**src/rtl/clock_monitor.sv**
```systemverilog
// Frequency monitor: counts CLK_MON rising edges over a fixed CLK gate window and tracks lock.
// Define CLOCK_MONITOR_DUTY_EN to add the HIGH_COUNT high-time output.
module clock_monitor #(
  parameter int GATE_CYCLES = 1024,
  parameter int CNT_WIDTH   = 16,
  parameter int EXP_MIN     = 0,
  parameter int EXP_MAX     = 0,
  parameter int LOCK_COUNT  = 4
) (
  input  logic                 CLK,
  input  logic                 RST,
  input  logic                 EN,
  input  logic                 CLK_MON,
  output logic [CNT_WIDTH-1:0] COUNT,
  output logic                 VALID,
  output logic                 IN_RANGE,
  output logic                 LOCKED,
  output logic                 LOST
`ifdef CLOCK_MONITOR_DUTY_EN
  , output logic [CNT_WIDTH-1:0] HIGH_COUNT
`endif
);
  localparam int GW = (GATE_CYCLES > 1) ? $clog2(GATE_CYCLES) : 1;
  localparam int LW = $clog2(LOCK_COUNT + 1);
  localparam logic [CNT_WIDTH-1:0] CNT_MAX = '1;
  localparam logic [GW-1:0] GATE_LAST = GW'(GATE_CYCLES - 1);
  localparam logic [LW-1:0] LOCK_N = LW'(LOCK_COUNT);
  localparam logic [31:0] MIN_U = EXP_MIN;
  localparam logic [31:0] MAX_U = EXP_MAX;

  typedef enum logic [1:0] {IDLE, ARM, MEASURE} state_t;

  state_t               state, state_nxt;
  logic [1:0]           arm_cnt;
  logic                 sync1, sync2, prev;
  logic [GW-1:0]        gate;
  logic [CNT_WIDTH-1:0] edge_cnt, edge_nxt;
  logic [LW-1:0]        good, good_nxt;
  logic [31:0]          count32;
  logic                 rise, gate_end, win_ok;

  always_ff @(posedge CLK) begin
    if (RST) {sync1, sync2, prev} <= 3'b000;
    else     {sync1, sync2, prev} <= {CLK_MON, sync1, sync2};
  end

  always_comb begin
    rise     = sync2 & ~prev;
    gate_end = (state == MEASURE) && (gate == GATE_LAST);
    // Edge seen in the closing cycle still belongs to this window
    edge_nxt = (rise && edge_cnt != CNT_MAX) ? edge_cnt + 1'b1 : edge_cnt;
    count32  = 32'(edge_nxt);
    win_ok   = (count32 >= MIN_U) && (count32 <= MAX_U);
    good_nxt = (good == LOCK_N) ? good : good + 1'b1;
  end

  always_comb begin
    state_nxt = state;
    if (!EN) state_nxt = IDLE;
    else begin
      case (state)
        IDLE:    state_nxt = ARM;
        ARM:     if (arm_cnt == 2'd2) state_nxt = MEASURE;
        MEASURE: state_nxt = MEASURE;
        default: state_nxt = IDLE;
      endcase
    end
  end

  always_ff @(posedge CLK) begin
    if (RST) state <= IDLE;
    else     state <= state_nxt;
  end

  always_ff @(posedge CLK) begin
    if (RST) begin
      arm_cnt  <= '0;
      gate     <= '0;
      edge_cnt <= '0;
      good     <= '0;
      COUNT    <= '0;
      VALID    <= 1'b0;
      IN_RANGE <= 1'b0;
      LOCKED   <= 1'b0;
      LOST     <= 1'b0;
    end else begin
      VALID <= 1'b0;
      LOST  <= 1'b0;
      if (!EN) begin
        arm_cnt  <= '0;
        gate     <= '0;
        edge_cnt <= '0;
        good     <= '0;
        LOCKED   <= 1'b0;
      end else begin
        case (state)
          IDLE: begin
            arm_cnt  <= '0;
            gate     <= '0;
            edge_cnt <= '0;
          end
          ARM: arm_cnt <= arm_cnt + 1'b1;
          MEASURE: begin
            if (gate_end) begin
              gate     <= '0;
              edge_cnt <= '0;
              COUNT    <= edge_nxt;
              IN_RANGE <= win_ok;
              VALID    <= 1'b1;
              if (win_ok) begin
                good   <= good_nxt;
                LOCKED <= (good_nxt == LOCK_N);
              end else begin
                good   <= '0;
                LOCKED <= 1'b0;
                LOST   <= LOCKED;
              end
            end else begin
              gate     <= gate + 1'b1;
              edge_cnt <= edge_nxt;
            end
          end
          default: ;
        endcase
      end
    end
  end

`ifdef CLOCK_MONITOR_DUTY_EN
  logic [CNT_WIDTH-1:0] high_cnt, high_nxt;

  always_comb high_nxt = (sync2 && high_cnt != CNT_MAX) ? high_cnt + 1'b1 : high_cnt;

  always_ff @(posedge CLK) begin
    if (RST) begin
      high_cnt   <= '0;
      HIGH_COUNT <= '0;
    end else if (!EN || state != MEASURE) begin
      high_cnt <= '0;
    end else if (gate_end) begin
      high_cnt   <= '0;
      HIGH_COUNT <= high_nxt;
    end else begin
      high_cnt <= high_nxt;
    end
  end
`endif
endmodule

```
**config.mk**
```make
export PLATFORM = sky130hd
export DESIGN_NAME = clock_monitor
export DESIGN_NICKNAME = d
export VERILOG_FILES = /design/src/rtl/clock_monitor.sv
export SDC_FILE = /design/constraint.sdc
export NUM_CORES = 1
export LEC_CHECK = 0
export CORE_AREA = 3 3 69 87
export CTS_CLUSTER_DIAMETER = 150
export CTS_CLUSTER_SIZE = 12
export DETAILED_ROUTE_END_ITERATION = 10
export DIE_AREA = 0 0 72 90
export DONT_BUFFER_PORTS = 1
export GPL_TIMING_DRIVEN = 0
export PLACE_DENSITY = 0.77
export RECOVER_POWER = 50
export SYNTH_ARGS = -nofsm -noshare
export SYNTH_HDL_FRONTEND = slang
export SYNTH_SLANG_ARGS = --single-unit
```
**constraint.sdc**
```tcl
create_clock -name CLK -period 2.15 [get_ports CLK]
set_input_delay 0.3225 -clock CLK [delete_from_list [all_inputs] [get_ports CLK]]
set_output_delay 0.3225 -clock CLK [all_outputs]
set_load 0.01 [all_outputs]
```
== Yosys cells after proc, flatten, opt, wreduce, memory -nomap -nowiden ==
Index checks and enable logic that the tools add are counted.

* Equality and inequality tests: 8
* Bitwise operators: 5
* Reduce and logical (&&, ||, !) cells: 10
* Multiplexer cells: 12
* $mul: 0
* Add/subtract/negate cells: 4
* Divide/modulo/power cells: 0
* Order comparisons: 1
* Shifts and indexed selects: 0

{| class="wikitable"
|+ Operator list
! kind !! count
|-
| $mux 16 || 2
|-
| $pmux 16 s2 || 1
|-
| $pmux 10 s2 || 1
|-
| $add 16x1->16 const B || 1
|-
| $le 16x1->1 const B || 1
|-
| $ne 16x16->1 const B || 1
|-
| $add 10x1->10 const B || 1
|-
| $eq 10x10->1 const B || 1
|-
| $mux 10 || 1
|-
| $eq 3x3->1 const B || 2
|-
| $mux 3 || 2
|-
| $pmux 2 s3 || 1
|-
| $reduce_or 5->1 || 1
|-
| $eq 2x2->1 const B || 2
|-
| $not 1->1 || 4
|-
| $pmux 2 s2 || 1
|-
| $reduce_bool 2->1 || 2
|-
| $add 3x1->3 const B || 1
|-
| $reduce_and 3->1 || 1
|-
| $reduce_or 3->1 || 1
|-
| $add 2x1->2 const B || 1
|-
| $eq 2x1->1 const B || 1
|-
| $logic_and 1x1->1 || 2
|-
| $logic_not 2->1 || 1
|-
| other kinds (6) || 7
|}

* Bits in latches: 0
* Output and inout bits: 20
* ROM bits: 0
* Memory bits (writable): 0
* Flip-flop bits (word level): 56
* Memories: 0

== Logic depth before layout (Yosys ltp) ==
Gate-level depths: netlist of run 1.

* Word-level depth: 6
* Mapped depth: 10
* Gate-level depth less buffers: 8

== Worst setup path after synthesis of run 1 ==
No wires, ideal clock.

* Path type: register to register
* Start point: reg edge_cnt[0]
* End point: reg good[2]
* Setup time: 0.078 ns
* Data required time: 2.072 ns
* Slack: -0.138 ns
* Cell stages (with the launch flop): 9
* Arrival time: 2.210 ns
* Cells stage by stage: dfxtp_1 clkbuf_1 and4_1 nand4_1 nor4_1 xor2_1 a2111oi_4 a31oi_1 nor3_1

* Longest elaborated chain between the ends: 5

{| class="wikitable"
|+ RTL lines
! element !! line !! source
|-
| from (decl) || 37 || <nowiki>logic [CNT_WIDTH-1:0] edge_cnt, edge_nxt;</nowiki>
|-
| from (signal assigned) || 120 || <nowiki>edge_cnt <= edge_nxt;</nowiki>
|-
| parallel branches: the longest is 2 deep, another holds $add 16x1->16 || n/a ||
|-
| $mux 16 (*) || 51 || <nowiki>edge_nxt = (rise && edge_cnt != CNT_MAX) ? edge_cnt + 1'b1 : edge_cnt;</nowiki>
|-
| $le 16x1->1 (*) || 53 || <nowiki>win_ok = (count32 >= MIN_U) && (count32 <= MAX_U);</nowiki>
|-
| $mux 3 (*) || 110 || <nowiki>if (win_ok) begin</nowiki>
|-
| to (signal assigned) || 111 || <nowiki>good <= good_nxt;</nowiki>
|-
| to (decl) || 38 || <nowiki>logic [LW-1:0] good, good_nxt;</nowiki>
|}

Every way passes the cells marked *.
A chain may end at the register's enable or synchronous reset.

== Worst setup path in the final report of run 1 ==
* Start point: reg edge_cnt[8]
* End point: reg good[1]

The elaborated chain is that of the path after synthesis.

==> impl_metrics.yaml, run 1 <==
clock_network:
  clk_pin_slew_ps: 110
  worstSkewPairLatency_ps: 310
  htreeDepth: 2
  cts_tree: "built"
  cts-root-buf: "clkbuf_8"
  clockBufferDepth: 2
  holdBufCountCts: 0
  cts_num_sinks: 56
  cts_made_buffers: 5
critical_path:
  cp.required_ps: 2390
  cp-startpoint: "edge_cnt[8]$_SDFFE_PP0P_"
  worstRegToRegCells: 9
  r2r_slack_ps: -300
  r2r_end: "good[1]$_SDFFE_PP0N_"
  start_kind: "flop"
  crit_path_end_kind: "flop"
  rr_startpoint: "edge_cnt[8]$_SDFFE_PP0P_"
  crit_arrival_ps: 2700
  critPathKind: "reg2reg"
  endpoint: "good[1]$_SDFFE_PP0N_"
  worst-path-max-fanout: 10
routing:
  firstDrtPassIters: 8
  drc: 0
  vias: 3129
  viasPerCell: 6.49
  dr.first_iter.drc_count: 353
  ant_nets: 0
  wl_per_cell_um: 19.0
  wl_mm: 9.17
synth:
  synth_enable_flop_cells: 0
  synth_warnings: 0
  synthDominantCellAreaShare: 0.375
  ys_seq_elements: 56
  netlist_area_um2: 2990
  synthFlopType: "dfxtp_1"
  ys_top_cells_by_area: "dfxtp_1, nor2_1, a21oi_1"
  synth_area_per_cell_um2: 7.91
  synth_top_area_cell: "dfxtp_1"
  synth_async_sr_flop_share: 0
  seq_area_frac_synth: 0.375
  synth_fp_nets: 390
  syn_inst: 378
  ys_types: 53
global_route:
  grt_usage: 0.256
  grt_pass1_wl_mm: 13.5
  antenna_found_initial: 0
  grt_max_degree: 17
  gr-total-overflow: 0
  first_global_vias: 2892
die:
  die_w_um: 72
  dieArea_um2: 6480
  fp-row-count: 29
  ios: 24
  fp.dieH_um: 90
  start_util: 0.577
  core_um2: 5190
min_path:
  whs_path_depth: 1
  hp-class: "in2reg"
pwr:
  finalPower_mw: 1.91
  ir_worst_vdd_mv: 0.305
  p_leak_nw: 1.39
  power_density_nw_per_um2: 501
finish:
  fin_cells: 482
  fin_util: 0.735
  diodes: 0
  final_nets: 431
  drive_above_1_share: 0.283
  area_growth_pct: 27.4
  stdcell_area_um2: 3810
  fill_cells: 361
job:
  maxCapViolations: 0
placed_design:
  gp_congestion: 0.936
  place_ws_ps: -496
  portBuffers: 0
  place_hpwl_mm: 5.03
  place_area_um2: 3080
  dp.cells: 440
sta:
  fin_tns_setup_ps: -1990
  setup_viol: 12
  finalCriticalPeriod_ps: 2450
  fin_skew_ps: 16.3
  slew_headroom: 0.568
  holdWs_ps: 99.7
  drv_slew: 0
  tightest_slew_ps: 645
  rsz0062_at_grt: "yes"
  fmax_mhz: 407
  post-route-period-util: 1.14
  hold_violations: 0
  layout_setup_ws_ps: -304
outcome:
  violations: "negative setup slack"
  status: "finished, violations left"
[synth_stat cells, types with 4 or more instances]
master    count
a211oi_1      8
nand4_1       8
nor2b_1       4
a22oi_1       4
buf_2         4
a21oi_1      37
nor3b_1       4
buf_4         5
clkbuf_1     15
nand3_1      10
xnor2_1       7
nor4_1        6
inv_1         9
xor2_1        4
o21ai_0      17
nand2_1      29
nor2_1       70
nor3_1       15
ha_1          8
and3_1        7
dfxtp_1      56
[worst max-delay path: stages (launching register included)]
cell       delay, ps
dfxtp_1          400
buf_4            200
nand3_1          110
nor2_2           210
nand4_1          310
o31a_1           450
a2111oi_4        250
buf_4            220
nand4_1          100
a21oi_1          130
[area by class of cell]
cell class	count	area (um^2)	area share
buffer	21	145	0.0381
clock buffer	7	96.3	0.0253
clock inverter	1	30.0	0.00788
inverter	9	33.8	0.00886
multi-input combinational	288	1980	0.519
sequential	56	1150	0.302
tap	62	77.6	0.0204
timing repair buffer	38	300	0.0788
[metal layers]
metal / global-route usage / share of wire / vias to the layer above
li1: - / - / 1422
met1: 0.294 / 0.39 / 1471
met2: 0.442 / 0.49 / 189
met3: 0.0402 / 0.063 / 47
met4: 0.136 / 0.061 / 0
met5: 0 / 0 / -
[state kept, by name, summed over array words and instances (netlist names)]
register	count
COUNT	16
edge_cnt	16
gate	10
good	3
arm_cnt	2
state	2
IN_RANGE	1
LOCKED	1
LOST	1
VALID	1
prev	1
sync1	1
sync2	1
[logic make-up after synthesis]
group                      count (synthesis)  synth area share
and+or+nand+nor                          178             0.310
buffers and inverters                     34            0.0510
muxes                                      4            0.0138
AOI/OAI and AO/OA                         87             0.185
DFF                                       56             0.375
adders and majority gates                  8            0.0335
xor gates and xnor gates                  11            0.0322
[worst min-delay path by stage]
| stage | startpoint | end | slack (ps) |
|---|---|---|---|
| after floorplan | RST | VALID$_SDFF_PP0_ | 410 |
| after global placement | RST | VALID$_SDFF_PP0_ | 410 |
| after detailed placement | RST | VALID$_SDFF_PP0_ | 430 |
| after CTS | RST | VALID$_SDFF_PP0_ | 100 |
| after global routing | RST | VALID$_SDFF_PP0_ | 80 |
| final | RST | VALID$_SDFF_PP0_ | 100 |
[power by group]
| part | internal, mW | leakage, nW | switching, mW | total (mW) |
|---|---|---|---|---|
| clock | 0.412 | 0.0645 | 0.346 | 0.758 |
| sequential | 1.04 | 0.460 | 0.00459 | 1.04 |
| combinational | 0.0343 | 0.863 | 0.0770 | 0.111 |
| total | 1.48 | 1.39 | 0.428 | 1.91 |
[cells in the final DEF (no fill, tap or decap), types with 6 or more instances in the layout]
cell type,n
nand4_1,8
dfxtp_1,42
buf_4,39
o21ai_0,14
a21oi_1,35
xnor2_1,7
clkbuf_1,8
nor4_4,6
inv_1,9
a211oi_1,6
clkbuf_8,7
nor2_1,65
nand3_1,6
nand2_1,28
dfxtp_2,9
buf_6,8
nor3_1,14
and3_1,6
[repair_timing]
| action | in CTS | in global routing |
|---|---|---|
| setup buffers | 29 | 9 |
| endpoints found under the setup margin | 42 | 40 |
| pin swaps | 20 | 15 |
| gates resized for setup | 56 | 49 |
(Power assumes the default switching activity.)
==> inputs of run 2 (changes only) <==
==> constraint.sdc (replaced) <==
create_clock -name CLK -period 2.15 [get_ports CLK]
set_input_delay 0.215 -clock CLK [delete_from_list [all_inputs] [get_ports CLK]]
set_output_delay 0.215 -clock CLK [all_outputs]
set_load 0.01 [all_outputs]
==> impl_metrics.yaml, run 2 (synthesis gave the netlist of run 1 again) <==
routing:
  drc: 0
  firstDrtPassIters: 5
  wl_mm: 9.00
  viasPerCell: 6.41
  vias: 3094
  ant_nets: 0
  dr.first_iter.drc_count: 270
  wl_per_cell_um: 18.6
die:
  ios: 24
  fp-row-count: 29
  die_w_um: 72
  core_um2: 5190
  start_util: 0.577
  dieArea_um2: 6480
  fp.dieH_um: 90
finish:
  diodes: 0
  fin_util: 0.736
  final_common_cell: "nor2_1"
  top_regs: "COUNT x16, edge_cnt x16, gate x10"
  drive_above_1_share: 0.283
  final_nets: 432
  fin_cells: 483
  area_growth_pct: 27.7
  most-common-layout-cells: "nor2_1, dfxtp_1, buf_4"
  stdcell_area_um2: 3820
pwr:
  ir_worst_vdd_mv: 0.306
  p_leak_nw: 1.39
  finalPower_mw: 1.90
  power_density_nw_per_um2: 498
critical_path:
  crit_path_end_kind: "flop"
  worstPathCellList: "buf_4 > nand3_1 > nor2_2 > nand4_1 > o31a_1 > a2111oi_4 > buf_4 > nand3_2 > a21oi_1"
  cpMostUsedCell: "buf_4"
  critical_path.top_delay_family: "compound AO/OA/AOI/OAI gates"
  critPathKind: "reg2reg"
  crit_arrival_ps: 2690
  slowest_delay_ps: 440
  cpMaxStageDelayCell: "o31a_1"
  cp.required_ps: 2390
  worst-path-max-fanout: 10
  start_kind: "flop"
  crit_buf_inv: 2
placed_design:
  place_ws_ps: -496
  dp.cells: 440
  place_hpwl_mm: 5.03
  portBuffers: 0
  gp_congestion: 0.936
  place_area_um2: 3080
sta:
  hold_violations: 0
  slew_headroom: 0.571
  finalCriticalPeriod_ps: 2450
  setup_viol: 13
  fin_skew_ps: 11.9
  drv_slew: 0
  tightest_slew_ps: 641
  rsz0062_at_grt: "yes"
  fmax_mhz: 408
  layout_setup_ws_ps: -302
  post-route-period-util: 1.14
global_route:
  grt_max_degree: 17
  antenna_found_initial: 0
  grt_usage: 0.256
  first_global_vias: 2898
  grt_pass1_wl_mm: 13.5
  gr-total-overflow: 0
min_path:
  hp-class: "in2reg"
clock_network:
  worstSkewPairLatency_ps: 310
  htreeDepth: 2
  clk_pin_slew_ps: 100
  cts_num_sinks: 56
  cts_made_buffers: 5
  cts-root-buf: "clkbuf_8"
  cts_tree: "built"
  clockBufferDepth: 2
outcome:
  status: "finished, violations left"
  violations: "negative setup slack"
job:
  maxCapViolations: 0
-- run 2: cell types whose count changed in the layout (fill, tap and decap cells not counted), sizes merged --
cell         delta
dlygate4sd3     +1
-- run 2: worst reg2reg max path, stage by stage (launching register included) --
cell	delay, ps
dfxtp_1	410
buf_4	200
nand3_1	110
nor2_2	210
nand4_1	300
o31a_1	440
a2111oi_4	240
buf_4	220
nand3_2	80
a21oi_1	160
-- run 2: report_power, final --
part	switching, mW	internal [mW]	total (mW)
logic	0.0777	0.0355	0.113
clock network	0.340	0.412	0.751
registers	0.00426	1.04	1.04
-- run 2: final cells by class --
class | instances | area (um^2)
fill | 354 | 1370
clock inverter | 1 | 30.0
inverter | 9 | 33.8
tap | 62 | 77.6
multi-input combinational | 288 | 1980
timing repair buffer | 39 | 310
sequential | 56 | 1150
buffer | 21 | 145
clock buffer | 7 | 96.3
-- run 2: path summary, 6_finish.rpt --
check	from	end	slack, ps	cells past startpoint
worst max-delay path	edge_cnt[8]$_SDFFE_PP0P_	LOCKED$_SDFFE_PP0N_	-300	9
worst min-delay path	CLK_MON	sync1$_SDFF_PP0_	30	1
worst max register to register	edge_cnt[8]$_SDFFE_PP0P_	LOCKED$_SDFFE_PP0N_	-300	9
worst min register to register	sync1$_SDFF_PP0_	sync2$_SDFF_PP0_	480	1
-- run 2: timing repair --
item | 4_1_cts | 5_1_grt
hold buffers | 1 | 0
endpoints found under the setup margin | 42 | 40
buffers inserted | 29 | 9
resized for setup | 56 | 49
pin swaps | 20 | 15
endpoints found under the hold margin | 1 | 0
-- run 2: layer usage --
metal | part of all wire | vias up | wire length [um] | track usage
met5 | 0 | - | 0 | 0
met2 | 0.49 | 168 | 4430 | 0.443
met4 | 0.056 | 0 | 507 | 0.136
met1 | 0.39 | 1455 | 3510 | 0.294
met3 | 0.061 | 46 | 552 | 0.0402
li1 | - | 1425 | - | -
-- run 2: per-stage QoR --
step | hold slack [ps] | TNS (ps)
finish | 29.8 | -1920
floorplan | 299 | 0
detailed placement | 322 | -12430
global placement | 304 | -12530
CTS | 30.5 | -840
global route | 38.9 | -3830
==> inputs of run 3 (changes only) <==
- CORE_AREA: 3 3 69 87 -> 2 2 68 86
- DIE_AREA: 0 0 72 90 -> 0 0 70 88
==> impl_metrics.yaml, run 3 (synthesis gave the netlist of run 1 again) <==
outcome:
  status: "finished, violations left"
  violations: "negative setup slack"
sta:
  tightest_slew_ps: 584
  rsz0062_at_grt: "yes"
  slew_headroom: 0.610
  setup_viol: 13
  fin_skew_ps: 4.18
  drv_slew: 0
  post-route-period-util: 1.14
  holdWs_ps: 42.1
  finalCriticalPeriod_ps: 2450
  layout_setup_ws_ps: -301
  fmax_mhz: 408
  hold_violations: 0
routing:
  viasPerCell: 6.39
  firstDrtPassIters: 5
  vias: 3125
  dr.first_iter.drc_count: 313
  wl_mm: 8.93
  ant_nets: 0
  drc: 0
  wl_per_cell_um: 18.3
finish:
  final_common_cell: "nor2_1"
  stdcell_area_um2: 3850
  fin_cells: 489
  most-common-layout-cells: "nor2_1, dfxtp_1, buf_4"
  area_growth_pct: 28.6
  final_nets: 436
  drive_above_1_share: 0.296
  top_regs: "COUNT x16, edge_cnt x16, gate x10"
  fill_cells: 400
  diodes: 0
pwr:
  p_leak_nw: 1.43
  clkPwrFrac: 0.342
  comb_power_share: 0.063
  power_density_nw_per_um2: 454
  p_sw_frac: 0.239
  p_sw_mw: 0.418
  ir_worst_vdd_mv: 0.281
  seqPwrFrac: 0.595
  internal-power_mw: 1.33
clock_network:
  clockBufferDepth: 2
  cts_num_sinks: 56
  clk_pin_slew_ps: 100
  cts-root-buf: "clkbuf_8"
  worstSkewPairLatency_ps: 310
  cts_made_buffers: 5
  htreeDepth: 2
  cts_tree: "built"
die:
  start_util: 0.561
  core_um2: 5330
  fp-row-count: 30
  dieArea_um2: 6160
  fp.dieH_um: 88
  ios: 24
  die_w_um: 70
min_path:
  hp-class: "in2reg"
  whs_path_depth: 1
  min_from: "CLK_MON"
global_route:
  gr-total-overflow: 0
  grt_pass1_wl_mm: 13.3
  grt_usage: 0.269
  grt_max_degree: 17
  first_global_vias: 2901
  antenna_found_initial: 0
critical_path:
  rr_startpoint: "edge_cnt[13]$_SDFFE_PP0P_"
  worstPathCellList: "nand4_1 > buf_4 > nor4_4 > nor2_4 > or3_4 > a2111oi_4 > buf_6 > a31oi_2 > nor3_2"
  worst-path-max-fanout: 6
  start_kind: "flop"
  worstRegToRegCells: 9
  crit_arrival_ps: 2690
  critPathKind: "reg2reg"
  slowest_delay_ps: 370
  cp.required_ps: 2390
  crit_path_end_kind: "flop"
  cp-startpoint: "edge_cnt[13]$_SDFFE_PP0P_"
  cpMaxStageDelayCell: "dfxtp_4"
placed_design:
  place_hpwl_mm: 5.23
  portBuffers: 0
  gp_congestion: 0.971
  dp.cells: 442
  place_ws_ps: -527
  place_area_um2: 3080
job:
  maxCapViolations: 0
-- run 3: power groups by stage --
stage | clock network (mW) | logic [mW] | registers (mW)
detailed placement | 0 | 0.0974 | 1.07
global route | 0.640 | 0.121 | 1.04
CTS | 0.598 | 0.105 | 1.04
floorplan | 0 | 0.0728 | 1.07
global placement | 0 | 0.0965 | 1.07
finish | 0.596 | 0.110 | 1.04
-- run 3: metal layers --
metal,vias to the layer above,GRT usage,wire (um)
met5,-,0,0
met1,1449,0.296,3360
met3,54,0.0518,602
met4,0,0.152,435
li1,1431,-,-
met2,191,0.487,4530
-- run 3: worst max-delay path, delay by kind of cell, from the launching register on --
kind | cells | cell delay [ps]
DFF | 1 | 370
buffers and inverters | 2 | 420
AOI/OAI and AO/OA | 2 | 430
and+or+nand+nor | 5 | 1160
-- run 3: metrics by stage --
step / setup TNS (ps) / utilization / total power [mW]
floorplan: 0 / - / 1.14
global placement: -12810 / 0.578 / 1.17
detailed placement: -14590 / 0.578 / 1.17
CTS: -751 / 0.678 / 1.75
global route: -5490 / 0.722 / 1.80
finish: -1710 / 0.722 / 1.75
-- run 3: what timing repair did --
action	4_1_cts	5_1_grt
setup endpoints to repair	42	41
resized for setup	54	41
pin swaps	20	19
setup buffers	29	13
gates cloned	0	0
hold buffers	1	0
hold endpoints to repair	1	0
-- run 3: area by class of cell --
type                       instances  area, um^2  share of cell area
multi-input combinational        288        1990               0.517
clock inverter                     2        10.0             0.00260
inverter                           9        33.8             0.00878
timing repair buffer              43         358              0.0930
clock buffer                       6        82.6              0.0215
buffer                            21         140              0.0364
tap                               64        80.1              0.0208
sequential                        56        1150               0.300
-- run 3: final timing paths --
kind | slack, ps | end
setup / recovery | -300 | good[2]$_SDFFE_PP0N_
hold / removal | 40 | sync1$_SDFF_PP0_
setup reg to reg | -300 | good[2]$_SDFFE_PP0N_
hold reg to reg | 460 | sync2$_SDFF_PP0_
